## src/rtl/cbus_arbiter.sv

```systemverilog
// cbus_arbiter: grants one cache requester the shared cbus memory port per burst.
// Define CBUS_ARB_RR_EN for round-robin arbitration; fixed priority (index 0 highest) otherwise.
module cbus_arbiter #(
  parameter int N_REQ    = 2,
  parameter int SEL_BITS = (N_REQ > 1) ? $clog2(N_REQ) : 1
) (
  input  logic                clk,
  input  logic                reset,
  input  logic [N_REQ-1:0]    ireq_valid,
  input  logic [N_REQ-1:0]    ireq_is_write,
  input  logic [N_REQ*3-1:0]  ireq_size,
  input  logic [N_REQ*64-1:0] ireq_addr,
  input  logic [N_REQ*8-1:0]  ireq_strobe,
  input  logic [N_REQ*64-1:0] ireq_data,
  input  logic [N_REQ*4-1:0]  ireq_len,
  input  logic [N_REQ*2-1:0]  ireq_burst,
  output logic [N_REQ-1:0]    iresp_ready,
  output logic [N_REQ-1:0]    iresp_last,
  output logic [N_REQ*64-1:0] iresp_data,
  output logic                oreq_valid,
  output logic                oreq_is_write,
  output logic [2:0]          oreq_size,
  output logic [63:0]         oreq_addr,
  output logic [7:0]          oreq_strobe,
  output logic [63:0]         oreq_data,
  output logic [3:0]          oreq_len,
  output logic [1:0]          oreq_burst,
  input  logic                oresp_ready,
  input  logic                oresp_last,
  input  logic [63:0]         oresp_data,
  output logic [N_REQ-1:0]    gnt
);
  typedef enum logic {IDLE, BUSY} state_e;
  state_e state_q, state_d;
  logic [SEL_BITS-1:0] sel_q, sel_d, win;
  logic busy;
  assign busy = state_q == BUSY;
`ifdef CBUS_ARB_RR_EN
  logic [SEL_BITS-1:0] last_gnt_q;
  logic found;
  always_comb begin
    win   = '0;
    found = 1'b0;
    for (int i = 0; i < N_REQ; i++)
      if (!found && ireq_valid[(int'(last_gnt_q) + 1 + i) % N_REQ]) begin
        win   = SEL_BITS'((int'(last_gnt_q) + 1 + i) % N_REQ);
        found = 1'b1;
      end
  end
  always_ff @(posedge clk)
    if (!reset) last_gnt_q <= '0;
    else if (!busy && |ireq_valid) last_gnt_q <= win;
`else
  always_comb begin
    win = '0;
    for (int i = N_REQ - 1; i >= 0; i--)
      if (ireq_valid[i]) win = SEL_BITS'(i);
  end
`endif
  always_ff @(posedge clk)
    if (!reset) begin
      state_q <= IDLE;
      sel_q   <= '0;
    end else begin
      state_q <= state_d;
      sel_q   <= sel_d;
    end
  // A dropped valid from the owner ends the burst just like a final beat
  always_comb begin
    state_d = state_q;
    sel_d   = sel_q;
    if (!busy) begin
      if (|ireq_valid) begin
        state_d = BUSY;
        sel_d   = win;
      end
    end else if ((oresp_ready && oresp_last) || !ireq_valid[sel_q]) state_d = IDLE;
  end
  assign oreq_valid    = busy & ireq_valid[sel_q];
  assign oreq_is_write = busy & ireq_is_write[sel_q];
  assign oreq_size     = busy ? ireq_size[int'(sel_q)*3 +: 3] : '0;
  assign oreq_addr     = busy ? ireq_addr[int'(sel_q)*64 +: 64] : '0;
  assign oreq_strobe   = busy ? ireq_strobe[int'(sel_q)*8 +: 8] : '0;
  assign oreq_data     = busy ? ireq_data[int'(sel_q)*64 +: 64] : '0;
  assign oreq_len      = busy ? ireq_len[int'(sel_q)*4 +: 4] : '0;
  assign oreq_burst    = busy ? ireq_burst[int'(sel_q)*2 +: 2] : '0;
  assign gnt           = busy ? N_REQ'(1) << sel_q : '0;
  always_comb begin
    iresp_ready = '0;
    iresp_last  = '0;
    iresp_data  = '0;
    if (busy) begin
      iresp_ready[sel_q]               = oresp_ready;
      iresp_last[sel_q]                = oresp_last;
      iresp_data[int'(sel_q)*64 +: 64] = oresp_data;
    end
  end
endmodule

```

## config.mk

```make
export PLATFORM = sky130hd
export DESIGN_NAME = cbus_arbiter
export DESIGN_NICKNAME = d
export VERILOG_FILES = /design/src/rtl/cbus_arbiter.sv
export SDC_FILE = /design/constraint.sdc
export NUM_CORES = 1
export LEC_CHECK = 0
export ABC_AREA = 1
export BUFFER_PORTS_ARGS = -buffer_cell sky130_fd_sc_hd__clkbuf_2
export CORE_AREA = 4 4 248 250
export CTS_CLUSTER_DIAMETER = 80
export DETAILED_ROUTE_END_ITERATION = 8
export DIE_AREA = 0 0 252 254
export HOLD_SLACK_MARGIN = 0.12
export SLEW_MARGIN = 20
export SYNTH_ARGS = -nofsm -noshare
export SYNTH_HDL_FRONTEND = slang
export SYNTH_SLANG_ARGS = --single-unit
```

## constraint.sdc

```tcl
create_clock -name clk -period 3.8 [get_ports clk]
set_clock_uncertainty 0.05 [all_clocks]
set_input_delay 0.76 -clock clk [delete_from_list [all_inputs] [get_ports clk]]
set_output_delay 0.76 -clock clk [all_outputs]
set_load 0.02 [all_outputs]
```

==> results_dict.tcl, run 1 <==
set metrics [dict create \
    grt.total_usage_pct 12.3 \
    drtPass1Iterations 4 \
    worst-path-max-fanout 77 \
    ys_seq_area_share_pct 1.64 \
    post_cts_buffers 0 \
    synth_area_um2 2440 \
    power_frac_seq_pct 2.1 \
    status "complete, no violations" \
    port-buffer-count 642 \
    drc_errors 0 \
    combPwrFrac_pct 84.9 \
    p_clk_share_pct 13.0 \
    clk_latency_ps 220 \
    period_share_pct 77.6 \
    grt_remaining_overflow 0 \
    route.met3.wl_um 4220 \
    p_per_area_nw_per_um2 187 \
    period_minus_slack_ps 2950 \
    rows 89 \
    leakage_nw 4.13 \
    ys_ff_latch 2 \
    grt_pass1_vias 5562 \
    antenna_found_initial 18 \
    path_clk_slew_ps 30 \
    regArea_um2 40.0 \
    viasPerCell 3.15 \
    required_ps 2990 \
    wl_met1_um 17500 \
    detailroute.wirelength.met2_um 20500 \
    pin_count 643 \
    tritoncts "built" \
    regToRegSetupSlack_ps 2940 \
    cp-end-kind "output port" \
    cp_data_arrival_time_ps 2140 \
    highest_layer "met5" \
    fp.dieW_um 252 \
    fp.coreArea_um2 59000 \
    die_h_um 254 \
    grt_pass1_wl_um 52000 \
    start_util_pct 4.13 \
    area_delta_synth_final_pct 167 \
    p_sw_w 0.000707 \
    yosysWarnings 0 \
    multi_input_area_um2 1840 \
    drive_gt1_share_pct 64.6 \
    post_cts_resized 0 \
    syn_nets 773 \
    slew_viol_final 0 \
    hp-class "reg -> reg" \
    vias 5660 \
    synthCells 411 \
    p_sw_share_pct 57.9 \
    dr.first_iter.drc_count 410 \
    cp-start-kind "register" \
    cts_root_buf "clkbuf_16" \
    report.final.setup_viol 0 \
    wire_per_inst_um 24.1 \
    maxCapViolations 0 \
    cts.sinks 2 \
    p_int_w 0.000513 \
    dp_hpwl_um 39800 \
    hold_violations 0 \
    fin_total_pwr_w 0.00122 \
    cts.htree.levels 1 \
    cts_buffer_depth 2 \
    grt_max_degree 84 \
    syn_area_per_cell_um2 5.94 \
    ir_drop_uv 97.9 \
    die_area_um2 64000 \
    crit_type "reg -> out" \
    fillers 6981 \
    place.gp.congestion 0.861 \
    relSlewSlack_pct 52.0 \
    synth.distinct_cells 14 \
    grt_setup_unrepaired "no" \
    ant_nets 0 \
    timing.fmax_mhz 339 \
    cts_hold_buf 0 \
    tightest_slew_ps 720 \
    nets 1381 \
    cts_buffers 3 \
    fin_tns_setup_ps 0 \
    drt-total-wl_um 43300 \
]
## Yosys cell counts
cell type  instances  share of area [%]
nand2_1            7                1.1
dfxtp_1            2                1.6
buf_2             28                5.7
inv_2              3               0.46
nor2_1           133                 20
a21oi_1            3               0.62
o21ai_0            1               0.20
clkbuf_1           4               0.62
a22o_1           146                 52
nand2_2            1               0.26
buf_4              4                1.2
inv_1             68                 10
buf_6             10                4.6
nand3_1            1               0.20
## layer usage
metal | vias to the layer above | track usage [%]
met5 | - | 0
met4 | 8 | 2.65
met3 | 48 | 3.83
met2 | 463 | 21.2
met1 | 2508 | 15.1
li1 | 2633 | -
## logic make-up (layout without fill, tap and decap cells)
family          after synthesis  in the layout  share of synthesized area [%]
compound gates              150            150                           53.2
other cells                   0              5                              0
simple gates                142            142                           22.0
flops                         2              2                           1.64
buf+inv                     117            723                           23.1
## power groups by stage
stage / clock network, W / registers [W] / logic [W]
finish: 0.000159 / 0.0000251 / 0.00104
global route: 0.000166 / 0.0000256 / 0.00111
CTS: 0.000163 / 0.0000251 / 0.00107
detailed placement: 0 / 0.0000253 / 0.00106
global placement: 0 / 0.0000256 / 0.00107
floorplan: 0 / 0.0000248 / 0.000487
## state kept, by name, indices dropped and copies added, names as in the netlist
name   cells
busy       1
sel_q      1
## layout by cell type (no fill, tap or decap)
| master | synthesis | layout |
|---|---|---|
| clkbuf_2 | 0 | 641 |
| a22o_1 | 146 | 146 |
| nor2_1 | 133 | 133 |
| inv_1 | 68 | 68 |
| nand2_1 | 7 | 6 |
| diode_2 | 0 | 5 |
| buf_4 | 4 | 5 |
| a21oi_1 | 3 | 3 |
| clkbuf_16 | 0 | 3 |
| buf_12 | 0 | 3 |
| nand2_2 | 1 | 2 |
| inv_6 | 0 | 2 |
| dfxtp_1 | 2 | 2 |
| inv_2 | 3 | 1 |
| nand3_1 | 1 | 1 |
| o21ai_0 | 1 | 1 |
## layout make-up
cell class | instances | area share, %
timing repair buffer | 649 | 50.7
multi-input combinational | 292 | 28.2
tap | 773 | 14.8
inverter | 71 | 4.24
clock buffer | 3 | 1.15
sequential | 2 | 0.615
antenna | 5 | 0.192
## final timing paths
path                            from              end  cells past startpoint
hold / removal       busy$_SDFF_PN0_  busy$_SDFF_PN0_                      2
setup reg to reg  sel_q$_SDFFE_PN0P_  busy$_SDFF_PN0_                      5
hold reg to reg      busy$_SDFF_PN0_  busy$_SDFF_PN0_                      2
setup / recovery  sel_q$_SDFFE_PN0P_    oreq_addr[35]                      5
## through the flow
stage	utilization (%)	worst slack, ps	hold WS, ps	std cells	instance area (um2)
2_1_floorplan	-	1800	438	411	2440
3_5_place_dp	10.9	995	471	1787	6430
4_1_cts	11.0	753	476	1790	6500
3_3_place_gp	10.9	1000	484	1787	6430
5_1_grt	11.0	662	510	1793	6510
6_report	11.0	851	473	1795	6520
## worst max-delay path: stages (launching register included)
cell	delay (ps)
dfxtp_1	380
nand2_2	110
inv_6	330
buf_12	340
a22o_1	370
clkbuf_2	250
Power figures use the tool's default switching activity.
==> run 2, diff against run 1 <==
ABC_AREA = 0   (was 1)
CORE_AREA = 4 4 250 252   (was 4 4 248 250)
DIE_AREA = 0 0 254 256   (was 0 0 252 254)
clock period = 2.7 ns   (was 3.8 ns; I/O delays follow)
==> results_dict.tcl, run 2 <==
set metrics [dict create \
    grt_remaining_overflow 0 \
    path_cells "buf_12 > buf_4 > mux2i_1 > nor2b_1 > clkbuf_2" \
    grt_pass1_vias 5829 \
    yosysWarnings 0 \
    ys_seq_area_share_pct 1.10 \
    hp-class "in -> reg" \
    cp-start-kind "register" \
    slew_viol_final 0 \
    area_delta_synth_final_pct 115 \
    path_clk_slew_ps 30 \
    layout_commonest_cell "clkbuf_2" \
    dp_hpwl_um 28300 \
    grt_setup_unrepaired "no" \
    cp_data_arrival_time_ps 2040 \
    vias 5989 \
    grt_max_degree 97 \
    ys_ff_latch 2 \
    cts.htree.levels 1 \
    dr.first_iter.drc_count 242 \
    drc_errors 0 \
    cpPeakStageDelay_ps 490 \
    pin_count 643 \
    synth_area_leaders "mux2i_1, nor2b_1, and2_1, and3_1, buf_6" \
    cts_root_buf "clkbuf_16" \
    drive_gt1_share_pct 60.8 \
    synth.distinct_cells 16 \
    ant_nets 0 \
    period_minus_slack_ps 2630 \
    synth_top_cell_by_area "mux2i_1" \
    viasPerCell 3.18 \
    holdWs_ps 524 \
    port-buffer-count 642 \
    drtPass1Iterations 4 \
    grt_pass1_wl_um 40300 \
    synth_area_um2 3630 \
    die_area_um2 65000 \
    fp.dieW_um 254 \
    required_ps 2110 \
    die_h_um 256 \
    ir_drop_uv 191 \
    drt-total-wl_um 31100 \
    clk_latency_ps 220 \
    cts_buffer_depth 2 \
    synth_common_cells "nor2b_1, mux2i_1, and2_1" \
    fillers 7007 \
    place.gp.congestion 0.868 \
    wire_per_inst_um 16.5 \
    maxCapViolations 0 \
    fin_tns_setup_ps 0 \
    startpoint "sel_q$_SDFFE_PN0P_" \
    synthCells 492 \
    place_area_um2 7710 \
    timing.rr.start "sel_q$_SDFFE_PN0P_" \
    cp-end-kind "output port" \
    rows 90 \
    syn_nets 854 \
    final_area_um2 7810 \
    hold_violations 0 \
    antenna_found_initial 13 \
    fp.coreArea_um2 60100 \
    status "complete, no violations" \
    p_per_area_nw_per_um2 220 \
    syn_area_per_cell_um2 7.37 \
    synth_edf_count 0 \
    report.final.setup_viol 0 \
    relSlewSlack_pct 66.2 \
    crit_slowest_cell "mux2i_1" \
    worst-path-max-fanout 32 \
    cts_buffers 3 \
    crit_type "reg -> out" \
    tritoncts "built" \
    synthArstFlopShare_pct 0 \
    synth_ff_type "dfxtp_1" \
    start_util_pct 6.03 \
    tightest_slew_ps 493 \
    leakage_nw 4.29 \
    grt.total_usage_pct 8.51 \
    timing.fmax_mhz 381 \
    cts_hold_buf 0 \
    nets 1461 \
    period_share_pct 97.2 \
    min_from "reset" \
    netlist.area_leader.share_pct 40.6 \
    layout_common_cells "clkbuf_2, nor2b_1, mux2i_1" \
    yosysMostFrequentCell "nor2b_1" \
    cts.sinks 2 \
]
-- run 2: cell types whose count changed in the layout (fill, tap and decap cells not counted), sizes merged, moves of 3 or more --
| cell | delta |
|---|---|
| a21oi | -3 |
| a22o | -146 |
| and2 | +67 |
| and3 | +66 |
| buf | +7 |
| inv | -69 |
| mux2i | +147 |
| nand2 | -8 |
| nor2 | -133 |
| nor2b | +149 |
-- run 2: final timing paths --
kind / to / slack [ps] / depth (start not counted)
hold reg to reg: busy$_SDFF_PN0_ / 860 / 2
setup reg to reg: busy$_SDFF_PN0_ / 1280 / 4
setup / recovery: oreq_len[3] / 70 / 5
hold / removal: busy$_SDFF_PN0_ / 520 / 3
-- run 2: cell type report --
cell class	instances	area (um2)	area share [%]
Timing Repair Buffer	657	3400	43.5
Tap cell	782	978	12.5
Antenna cell	5	12.5	0.160
Sequential cell	2	47.5	0.609
Inverter	2	7.51	0.0961
Multi-Input combinational cell	433	3290	42.1
Clock buffer	3	75.1	0.961
-- run 2: stage by stage --
stage | total power (W) | cells | setup slack, ps | utilization [%]
3_5_place_dp | 0.00151 | 1876 | 210 | 12.8
2_1_floorplan | 0.000842 | 492 | 940 | -
4_1_cts | 0.00174 | 1879 | 11.2 | 13.0
5_1_grt | 0.00185 | 1882 | 0.705 | 13.0
6_report | 0.00172 | 1884 | 74.9 | 13.0
3_3_place_gp | 0.00151 | 1876 | 202 | 12.8
-- run 2: where the power goes --
part	internal (W)	switching [W]	total, W
combinational	0.000613	0.000843	0.00146
clock	0.000188	0.0000338	0.000222
sequential	0.0000321	0.00000888	0.0000410
total	0.000834	0.000886	0.00172
-- run 2: cells by family (layout without fill, tap and decap cells) --
kind of cell | after synthesis | in the layout | synth area share (%)
other | 0 | 5 | 0
AND/OR/NAND/NOR | 282 | 282 | 48.7
multiplexers | 147 | 147 | 40.6
AO/OA/AOI/OAI | 4 | 4 | 0.931
buffers and inverters | 57 | 662 | 8.69
flip-flops | 2 | 2 | 1.10
-- run 2: critical path, delay by kind of cell, from the launching register on --
| kind | cells | cell delay, ps |
|---|---|---|
| and+or+nand+nor | 1 | 100 |
| DFF | 1 | 360 |
| muxes | 1 | 490 |
| buffers and inverters | 3 | 780 |
-- run 2: metal layers --
| metal | part of all wire [%] | global-route usage (%) |
|---|---|---|
| met1 | 42 | 10.8 |
| met2 | 47 | 15.0 |
| met3 | 10 | 1.83 |
| met4 | 1.1 | 1.26 |
| met5 | 0.18 | 0 |
-- run 2: what timing repair did --
action | CTS | global route
gates resized for setup | 1 | 2
buffers inserted | 0 | 0
endpoints found under the setup margin | 1 | 2
cloned | 0 | 0
==> run 3, diff against run 2 <==
RECOVER_POWER = 100   (was default)
==> results_dict.tcl, run 3 (synthesis gave the netlist of run 2 again) <==
set metrics [dict create \
    worst-path-max-fanout 32 \
    area_delta_synth_final_pct 106 \
    place_area_um2 7710 \
    antenna_found_initial 13 \
    crit_path_frequent_cell "clkbuf_2" \
    wire_per_inst_um 16.6 \
    clk_latency_ps 220 \
    period_share_pct 96.7 \
    timing.fmax_mhz 383 \
    fin_ws_ps 89.4 \
    cts.htree.levels 1 \
    grt_pass1_wl_um 40300 \
    r2r_end "sel_q$_SDFFE_PN0P_" \
    drive_gt1_share_pct 38.3 \
    vias 6036 \
    cts.sinks 2 \
    grt.total_usage_pct 8.51 \
    drtPass1Iterations 4 \
    fp.dieW_um 254 \
    drt-total-wl_um 31200 \
    path_clk_slew_ps 30 \
    crit_type "reg -> out" \
    layout_commonest_cell "clkbuf_2" \
    path_cells "buf_12 > clkbuf_2 > mux2i_1 > nor2b_1 > clkbuf_2" \
    cp-start-kind "register" \
    port-buffer-count 642 \
    ir_drop_uv 191 \
    die_area_um2 65000 \
    nets 1461 \
    grt_remaining_overflow 0 \
    report.final.setup_viol 0 \
    startpoint "sel_q$_SDFFE_PN0P_" \
    final_area_um2 7470 \
    wl_met1_um 13200 \
    relSlewSlack_pct 65.2 \
    tightest_slew_ps 508 \
    fp.coreArea_um2 60100 \
    rows 90 \
    ant_nets 0 \
    grt_setup_unrepaired "no" \
    start_util_pct 6.03 \
    critPathCapture "oreq_data[63]" \
    fin_tns_setup_ps 0 \
    grt_max_degree 97 \
    fillers 7143 \
    cp-end-kind "output port" \
    required_ps 2110 \
    final_util_pct 12.4 \
    pin_count 643 \
    highest_layer "met5" \
    place.gp.congestion 0.868 \
    detailroute.wirelength.met2_um 14800 \
    grt_pass1_vias 5829 \
    regToRegSetupSlack_ps 1170 \
    cts_buffer_depth 2 \
    timing.rr.start "busy$_SDFF_PN0_" \
    cp_data_arrival_time_ps 2020 \
    layout_common_cells "clkbuf_2, clkbuf_1, nor2b_1" \
    p_per_area_nw_per_um2 222 \
    hp-class "in -> reg" \
    cts_buffers 3 \
    maxCapViolations 0 \
    dr.first_iter.drc_count 211 \
    place_ws_ps 210 \
    slew_viol_final 0 \
    status "complete, no violations" \
    fin_total_pwr_w 0.00166 \
    viasPerCell 3.21 \
    period_minus_slack_ps 2610 \
    reg2regPathDepth 3 \
    route.met3.wl_um 3000 \
    cts_root_buf "clkbuf_16" \
    min_from "reset" \
    cts_hold_buf 0 \
    dp_hpwl_um 28300 \
    hold_violations 0 \
    cpPeakStageDelay_ps 520 \
    crit_slowest_cell "mux2i_1" \
    leakage_nw 3.45 \
    tritoncts "built" \
    drc_errors 0 \
    die_h_um 256 \
]
[run 3: power breakdown]
group / leakage, nW / internal (W) / switching (W) / total [W]
logic: 3.39 / 0.000555 / 0.000841 / 0.00140
clock network: 0.0370 / 0.000188 / 0.0000343 / 0.000223
registers: 0.0175 / 0.0000323 / 0.00000889 / 0.0000412
total: 3.45 / 0.000776 / 0.000885 / 0.00166
[run 3: per-stage QoR]
step	instances	hold slack, ps
floorplan	492	634
global route	1882	544
finish	1883	526
detailed placement	1876	755
global placement	1876	754
CTS	1879	527
[run 3: critical path, delay by kind of cell, from the launching register on]
family                 cells  cell delay [ps]
buffers and inverters      3              780
and+or+nand+nor            1              100
DFF                        1              360
muxes                      1              520
[run 3: worst min-delay path by stage]
stage	to	slack [ps]	cells past startpoint
global placement	busy$_SDFF_PN0_	750	3
detailed placement	busy$_SDFF_PN0_	760	3
CTS	busy$_SDFF_PN0_	530	3
global route	sel_q$_SDFFE_PN0P_	540	2
floorplan	busy$_SDFF_PN0_	630	2
finish	busy$_SDFF_PN0_	530	3
[run 3: repair_timing]
action / 4_1_cts / 5_1_grt
resized for setup: 1 / 2
setup buffers: 0 / 0
setup endpoints to repair: 1 / 2
[run 3: cell type report]
type | instances | area (um2) | area share [%]
Clock buffer | 3 | 75.1 | 1.01
Multi-Input combinational cell | 433 | 3280 | 43.9
Tap cell | 782 | 978 | 13.1
Timing Repair Buffer | 657 | 3070 | 41.1
Sequential cell | 2 | 45.0 | 0.603
Inverter | 2 | 7.51 | 0.101
Antenna cell | 4 | 10.0 | 0.134
[run 3: layer usage]
metal,vias up,track usage [%]
met5,-,0
met1,2698,10.8
met3,29,1.83
li1,2876,-
met4,8,1.26
met2,425,15.0
